--- config.mk ---
export PLATFORM = sky130hd
export DESIGN_NAME = hazard_sched
export DESIGN_NICKNAME = d
export VERILOG_FILES = /design/src/rtl/hazard_sched.sv
export SDC_FILE = /design/constraint.sdc
export NUM_CORES = 1
export LEC_CHECK = 0
export CAP_MARGIN = 20
export CORE_MARGIN = 4
export CORE_UTILIZATION = 44
export DETAILED_ROUTE_END_ITERATION = 6
export GPL_TIMING_DRIVEN = 0
export PLACE_DENSITY = 0.74
export SETUP_SLACK_MARGIN = 0.05
export SLEW_MARGIN = 20
export SYNTH_ARGS = -nofsm -noshare
export SYNTH_HDL_FRONTEND = slang
export SYNTH_SLANG_ARGS = --single-unit
--- constraint.sdc ---
create_clock -name clk -period 1.8 [get_ports clk]
set_input_delay 0.36 -clock clk [delete_from_list [all_inputs] [get_ports clk]]
set_output_delay 0.36 -clock clk [all_outputs]
set_load 0.01 [all_outputs]
--- src/rtl/hazard_sched.sv ---
// hazard_sched
// Pipeline hazard scheduler for the 5-stage core. It tracks the instructions
// in EX, MEM and WB in a small scoreboard and uses it to stall decode on RAW
// hazards, because there is no forwarding network. It also flushes IF/ID on
// jumps and taken branches, freezes everything while data memory is busy, and
// drains the pipeline after a halt.
//
// Ports
//   clk, rst_n        clock (rising edge), asynchronous active-low reset
//   id_*              decoded fields of the instruction held in IF/ID
//   mem_busy          data memory not ready; freeze the whole pipeline
//   pc_en, ifid_en    PC and IF/ID write enables
//   ifid_flush        load a NOP into IF/ID at the next edge
//   idex_bubble       load a NOP into ID/EX at the next edge
//   pipe_en           EX/MEM and MEM/WB latch enable
//   halted            registered; the core has fully drained after a halt
//   stall_cnt         registered saturating count of stall cycles
//   state             registered; 00 RUN, 01 DRAIN, 10 HALTED
module hazard_sched (
    input  logic        clk,
    input  logic        rst_n,
    input  logic        id_valid,
    input  logic [2:0]  id_rs,
    input  logic [2:0]  id_rt,
    input  logic        id_use_rs,
    input  logic        id_use_rt,
    input  logic        id_regWrite,
    input  logic [2:0]  id_writereg,
    input  logic        id_flush,
    input  logic        id_br_taken,
    input  logic        id_halt,
    input  logic        mem_busy,
    output logic        pc_en,
    output logic        ifid_en,
    output logic        ifid_flush,
    output logic        idex_bubble,
    output logic        pipe_en,
    output logic        halted,
    output logic [15:0] stall_cnt,
    output logic [1:0]  state
);

    typedef enum logic [1:0] {
        ST_RUN    = 2'b00,
        ST_DRAIN  = 2'b01,
        ST_HALTED = 2'b10
    } state_t;

    state_t state_q, state_d;
    logic        halted_q, halted_d;
    logic [15:0] stall_q, stall_d;

    // Scoreboard entries: index 0 = EX, 1 = MEM, 2 = WB.
    logic [2:0]      occ_q, occ_d;
    logic [2:0]      wr_q,  wr_d;
    logic [2:0][2:0] dst_q, dst_d;

    logic       hit_rs, hit_rt, hazard;
    logic       ex_occ, ex_wr;
    logic [2:0] ex_dst;

    // WB is not checked: the register file bypasses WB to decode.
    always_comb begin
        hit_rs = (wr_q[0] && (dst_q[0] == id_rs)) || (wr_q[1] && (dst_q[1] == id_rs));
        hit_rt = (wr_q[0] && (dst_q[0] == id_rt)) || (wr_q[1] && (dst_q[1] == id_rt));
        hazard = id_valid && ((id_use_rs && hit_rs) || (id_use_rt && hit_rt));
    end

    always_comb begin
        pc_en       = 1'b0;
        ifid_en     = 1'b0;
        ifid_flush  = 1'b0;
        idex_bubble = 1'b0;
        pipe_en     = 1'b0;
        ex_occ      = 1'b0;
        ex_wr       = 1'b0;
        ex_dst      = 3'd0;
        state_d     = state_q;
        halted_d    = halted_q;
        stall_d     = stall_q;

        case (state_q)
            ST_RUN: begin
                if (mem_busy || hazard) begin
                    if (stall_q != 16'hFFFF) begin
                        stall_d = stall_q + 16'd1;
                    end
                end
                if (mem_busy) begin
                    // full freeze: every enable stays low
                end else if (hazard) begin
                    // hold PC/IF-ID, let older instructions move on
                    idex_bubble = 1'b1;
                    pipe_en     = 1'b1;
                end else begin
                    pipe_en = 1'b1;
                    ex_occ  = id_valid;
                    ex_wr   = id_valid && id_regWrite;
                    ex_dst  = id_writereg;
                    if (id_valid && id_halt) begin
                        // halt enters EX; nothing behind it is fetched
                        ifid_en    = 1'b1;
                        ifid_flush = 1'b1;
                        state_d    = ST_DRAIN;
                    end else if (id_valid && (id_flush || id_br_taken)) begin
                        pc_en      = 1'b1;
                        ifid_en    = 1'b1;
                        ifid_flush = 1'b1;
                    end else begin
                        pc_en   = 1'b1;
                        ifid_en = 1'b1;
                    end
                end
            end
            ST_DRAIN: begin
                idex_bubble = 1'b1;
                pipe_en     = !mem_busy;
                if (occ_q == 3'b000) begin
                    state_d  = ST_HALTED;
                    halted_d = 1'b1;
                end
            end
            ST_HALTED: begin
                idex_bubble = 1'b1;
                halted_d    = 1'b1;
            end
            default: begin
                state_d = ST_RUN;
            end
        endcase
    end

    always_comb begin
        occ_d = occ_q;
        wr_d  = wr_q;
        dst_d = dst_q;
        if (pipe_en) begin
            occ_d = {occ_q[1], occ_q[0], ex_occ};
            wr_d  = {wr_q[1], wr_q[0], ex_wr};
            dst_d = {dst_q[1], dst_q[0], ex_dst};
        end
    end

    always_ff @(posedge clk or negedge rst_n) begin
        if (!rst_n) begin
            state_q  <= ST_RUN;
            halted_q <= 1'b0;
            stall_q  <= 16'd0;
            occ_q    <= 3'b000;
            wr_q     <= 3'b000;
            dst_q    <= '0;
        end else begin
            state_q  <= state_d;
            halted_q <= halted_d;
            stall_q  <= stall_d;
            occ_q    <= occ_d;
            wr_q     <= wr_d;
            dst_q    <= dst_d;
        end
    end

    assign halted    = halted_q;
    assign stall_cnt = stall_q;
    assign state     = state_q;

endmodule

Word level (Yosys, flattened, before mapping):

Cells that the tools add are included.

* add/subtract/negate cells: 1
* equality and inequality tests: 11
* mux-type cells: 33
* bitwise gates (word level): 1
* reduce and logical (&&, ||, !) cells: 23

Operator list (count)
* $mux W1: 22
* $add A16 B1 Y16 const B: 1
* $ne A16 B16 Y1 const B: 1
* $eq A3 B3 Y1: 4
* $logic_and A1 B1 Y1: 10
* $mux W3: 3
* $mux W2: 4
* $ne A2 B2 Y1 const B: 4
* $pmux W1 S2: 3
* $pmux W2 S3: 1
* $logic_or A1 B1 Y1: 5
* $reduce_and A5 Y1: 1
* $logic_not A3 Y1: 1
* $reduce_and A3 Y1: 1
* $eq A2 B1 Y1 const B: 1
* $eq A2 B2 Y1 const B: 1
* $logic_not A2 Y1: 1
* $reduce_and A2 Y1: 1
* $reduce_bool A2 Y1: 1
* $reduce_or A2 Y1: 1
* $logic_not A1 Y1: 1
* $not A1 Y1: 1

* bits in registers: 30
* input bits: 19
* output and inout bits: 24
* word-level logic and storage cells: 76

Longest topological paths before layout:

Gate-level depths: netlist (run 1).

* depth in word-level cells: 9
* gate-level depth with buffers: 8
* mapped depth without buffers: 7

Least setup slack after synthesis (run 1):

OpenSTA, ideal clock, no wires.

* kind: reg2reg
* from: register state_q[0], in the netlist state[0]
* to: register stall_q[7], in the netlist stall_cnt[7]
* library setup time: 0.125 ns
* arrival time: 1.816 ns
* required time: 1.675 ns
* slack: -0.141 ns
* cell stages (with the launch flop): 7
* path buffers: 0
* clock period less this slack: 1.941 ns
* cells stage by stage: dfrtp_1 -> inv_1 -> ha_1 -> and3_1 -> a221o_1 -> nand4_1 -> mux2_2

* word-level cells in the longest chain between the ends: 2

RTL lines
* from (decl): RTL line 49 `state_t state_q, state_d;`
* from (signal assigned): RTL line 153 `state_q <= state_d;`
* $logic_not A2 Y1: RTL line 82 `case (state_q)`
* $reduce_and A3 Y1 (no source line)
* to (signal assigned): RTL line 155 `stall_q <= stall_d;`
* to (decl): RTL line 51 `logic [15:0] stall_q, stall_d;`

No other way between the ends.
A chain may end at the register's enable or synchronous reset.

Worst setup path in the final report (run 1):

* from: register dst_q[3] (netlist name)
* to: output idex_bubble

* word-level cells in the longest chain between the ends: 9
* elaborated cells between the ends (all ways): 13
* those cells by class: 2 x eq/ne; 3 x mux; 8 x reduce/logical

RTL lines
* from (decl): RTL line 56 `logic [2:0][2:0] dst_q, dst_d;`
* from (signal assigned): RTL line 158 `dst_q <= dst_d;`
* $eq A3 B3 Y1 (on tied branches): RTL line 64, 65
* $logic_and A1 B1 Y1 (on tied branches): RTL line 64, 65
* $logic_or A1 B1 Y1 (on tied branches): RTL line 64, 65
* $logic_and A1 B1 Y1: RTL line 66 `hazard = id_valid && ((id_use_rs && hit_rs) || (id_use_rt && hit_rt));`
* $logic_or A1 B1 Y1 *: RTL line 66
* $logic_and A1 B1 Y1 *: RTL line 66
* $mux W1 *: RTL line 91 `end else if (hazard) begin`
* $mux W1 *: RTL line 89 `if (mem_busy) begin`
* $pmux W1 S2 *: RTL line 82
* to (decl): RTL line 36 `output logic idex_bubble,`

Every way passes the cells marked *; elsewhere a longest branch is shown, timed or not.

==> results.sh, run 1 <==
export IMPL_status="complete, but fails checks"
export IMPL_violations="negative setup slack"
export IMPL_crit_type="flip-flop to primary output"
export IMPL_io_pins=43
export IMPL_min_path_type="primary input to asynchronous set/reset pin"
export IMPL_die_height_um=69.7
export IMPL_drcViolationCount=0
export IMPL_clkLatencyLatePin_ns=0.28
export IMPL_max_cap_viol_count=0
export IMPL_finalWeightedCongestion=0.861
export IMPL_synth_edff_count=0
export IMPL_dpl_hpwl_um=3030
export IMPL_wl_um=4980
export IMPL_port_buffers=42
export IMPL_worst_ep_required_time_ns=1.44
export IMPL_grt_pass1_wl_um=7750
export IMPL_first_pass_iters=4
export IMPL_ys_ff_latch=30
export IMPL_root_buffer="clkbuf_8"
export IMPL_gr_total_overflow=0
export IMPL_via_per_inst=5.51
export IMPL_synthesis_area_mm2=0.00167
export IMPL_syn_avg_cell_area_um2=9.73
export IMPL_fin_util_pct=71.6
export IMPL_num_antenna_cells=0
export IMPL_synth_cell_types=39
export IMPL_fmax_mhz=433
export IMPL_timing_final_hold_violations=0
export IMPL_synth_ff_type="dfrtp_1"
export IMPL_cts_hold_buffers=0
export IMPL_coreArea_mm2=0.00366
export IMPL_nets=274
export IMPL_fin_worst_skew_ns=0.00435
export IMPL_ir_worst_vdd_mv=1.03
export IMPL_die_area_mm2=0.00486
export IMPL_start_util_pct=45.7
export IMPL_rsz0062_at_grt="yes"
export IMPL_h_tree_depth=2
export IMPL_setup_viol=24
export IMPL_async_flop_share_pct=100
export IMPL_num_rows=22
export IMPL_instances_no_fill=298
export IMPL_clk_path_buf_depth=2
export IMPL_clock_sinks=30
export IMPL_grt_pass1_vias=1686
export IMPL_finalCriticalPeriod_ns=2.31
export IMPL_relSlewSlack_pct=55.1
export IMPL_worst_setup_path_end_kind="primary output"
export IMPL_cp_data_arrival_time_ns=1.95
export IMPL_vias=1641
export IMPL_ant_nets=0
export IMPL_drtIter0Drc=122
export IMPL_whs_ns=0.106
export IMPL_cts_tree="built"
export IMPL_syn_nets=197
export IMPL_fin_crit_sh_pct=128
export IMPL_grt_max_degree=31
export IMPL_worst_pin_slew_ns=0.673
export IMPL_wl_per_cell_um=16.7
export IMPL_p_total_uw=3780
export IMPL_drive_gt1_share_pct=31.2
export IMPL_seq_area_frac_synth_pct=44.8
export IMPL_clkTransAtPathRegs_ns=0.07
export IMPL_dieWidth_um=69.7
export IMPL_syn_inst=172
export IMPL_yosysWarnings=0
export IMPL_dpl_cell_count=262
export IMPL_drv_slew=0
export IMPL_setup_ws_ns=-0.507
export IMPL_pre_cts_ws_ns=-0.935
export IMPL_start_kind="flip-flop"
export IMPL_p_leak_uw=0.00119
export IMPL_power_density_mw_per_mm2=1440
export IMPL_cts_buffers_inserted=5
export IMPL_grt_usage_pct=20.2
export IMPL_area_growth_pct=56.6
export IMPL_antenna_found_initial=0
export IMPL_cp_max_fo=3
## per-layer routing
| layer | track usage (%) | vias up | wire length (um) |
|---|---|---|---|
| li1 | - | 757 | - |
| met1 | 23.4 | 816 | 1950 |
| met2 | 34.9 | 58 | 2640 |
| met3 | 5.80 | 10 | 309 |
| met4 | 8.72 | 0 | 76 |
| met5 | 0 | - | 0 |
## final cells by class
class | count | area [um^2]
buffer | 3 | 20.0
clock buffer | 5 | 68.8
clock inverter | 3 | 40.0
fill | 259 | 1040
inverter | 4 | 15.0
multi-input combinational | 135 | 1010
sequential | 30 | 757
tap | 48 | 60.1
timing repair buffer | 70 | 649
## cell usage after synthesis, drive strengths merged (2+ instances only)
| cell | number | area (um^2) |
|---|---|---|
| nand2 | 33 | 124 |
| dfrtp | 30 | 751 |
| xnor2 | 24 | 210 |
| nand3 | 11 | 60.1 |
| and3 | 8 | 50.1 |
| nand4 | 7 | 50.1 |
| a21oi | 6 | 30.0 |
| ha | 6 | 75.1 |
| nor3 | 6 | 41.3 |
| nor2 | 5 | 18.8 |
| inv | 4 | 15.0 |
| nand2b | 4 | 25.0 |
| a22o | 3 | 26.3 |
| mux2 | 3 | 33.8 |
| a21o | 2 | 15.0 |
| clkbuf | 2 | 8.75 |
| or3 | 2 | 17.5 |
## power breakdown
| part | total, uW | internal (uW) | switching [uW] | leakage [uW] |
|---|---|---|---|---|
| Clock | 670 | 407 | 263 | 0.0000579 |
| Combinational | 2000 | 1090 | 906 | 0.000749 |
| Sequential | 1110 | 885 | 224 | 0.000381 |
## stage by stage
step | cell area, um^2 | TNS, ns
2_1_floorplan | 1700 | -0.0149
3_3_place_gp | 2180 | -16.06
3_5_place_dp | 2180 | -11.92
4_1_cts | 2530 | -6.20
5_1_grt | 2620 | -11.45
6_report | 2620 | -8.30
## placed cells by master, fill, tap and decap left out, drive strengths merged, types with 2 or more instances in the layout
cell type	count
a22o	3
nand2b	4
nor2	5
xnor2	24
inv	4
a21o	2
nand3	11
and3	8
clkinv	2
ha	6
clkbuf	7
a21oi	6
dfrtp	30
nand4	7
mux2	3
nand2	33
dlygate4sd2	6
nor3	6
or3	2
clkdlybuf4s50	29
buf	35
## registers in the layout, indices dropped and copies added (netlist names)
name,flops
stall_cnt,16
dst_q,6
wr_q,2
state,2
halted,1
occ_q,3
## critical path: stages, from the launching register on
cell,delay (ns)
dfrtp_2,0.44
xnor2_2,0.13
nand4_1,0.18
a21boi_2,0.22
a21o_1,0.18
buf_6,0.12
buf_6,0.08
a21oi_2,0.04
nor2_1,0.11
buf_2,0.15
## repair_timing
item,in CTS,in global routing
gates resized for setup,54,14
cloned,1,0
buffers inserted,22,7
pin swaps,22,12
setup endpoints to repair,22,31
## cells by family (layout without fill, tap and decap cells)
kind of cell    after synthesis  after routing  share of synthesized area, %
buf+inv                       7             85                          1.72
compound gates               20             20                          8.60
simple gates                 82             82                          25.8
flops                        30             30                          44.8
xor+xnor                     24             24                          12.6
fa+ha+maj                     6              6                          4.48
mux                           3              3                          2.02
## worst paths after layout
check | to | cells after the start | from | slack, ns
min in group clk | halted$_DFFE_PN0P_ | 1 | halted$_DFFE_PN0P_ | 0.48
worst min-delay path | dst_q[0]$_DFFE_PN0P_ | 1 | rst_n | 0.11
worst max-delay path | idex_bubble | 9 | dst_q[3]$_DFFE_PN0P_ | -0.51
worst max register to register | stall_cnt[7]$_DFFE_PN0P_ | 10 | dst_q[2]$_DFFE_PN0P_ | -0.47
max in group asynchronous | state[0]$_DFFE_PN0P_ | 1 | rst_n | 1.21
worst min register to register | halted$_DFFE_PN0P_ | 1 | halted$_DFFE_PN0P_ | 0.48
(Power assumes the default switching activity.)
==> inputs of run 2 (changes only) <==
--- a/config.mk
+++ b/config.mk
@@ -8,6 +8,7 @@
 export CAP_MARGIN = 20
 export CORE_MARGIN = 4
 export CORE_UTILIZATION = 44
+export CTS_CLUSTER_DIAMETER = 60
 export DETAILED_ROUTE_END_ITERATION = 6
 export GPL_TIMING_DRIVEN = 0
 export PLACE_DENSITY = 0.74
==> results of run 2 <==
Final layout, timing and power as in run 1 (identical DEF).
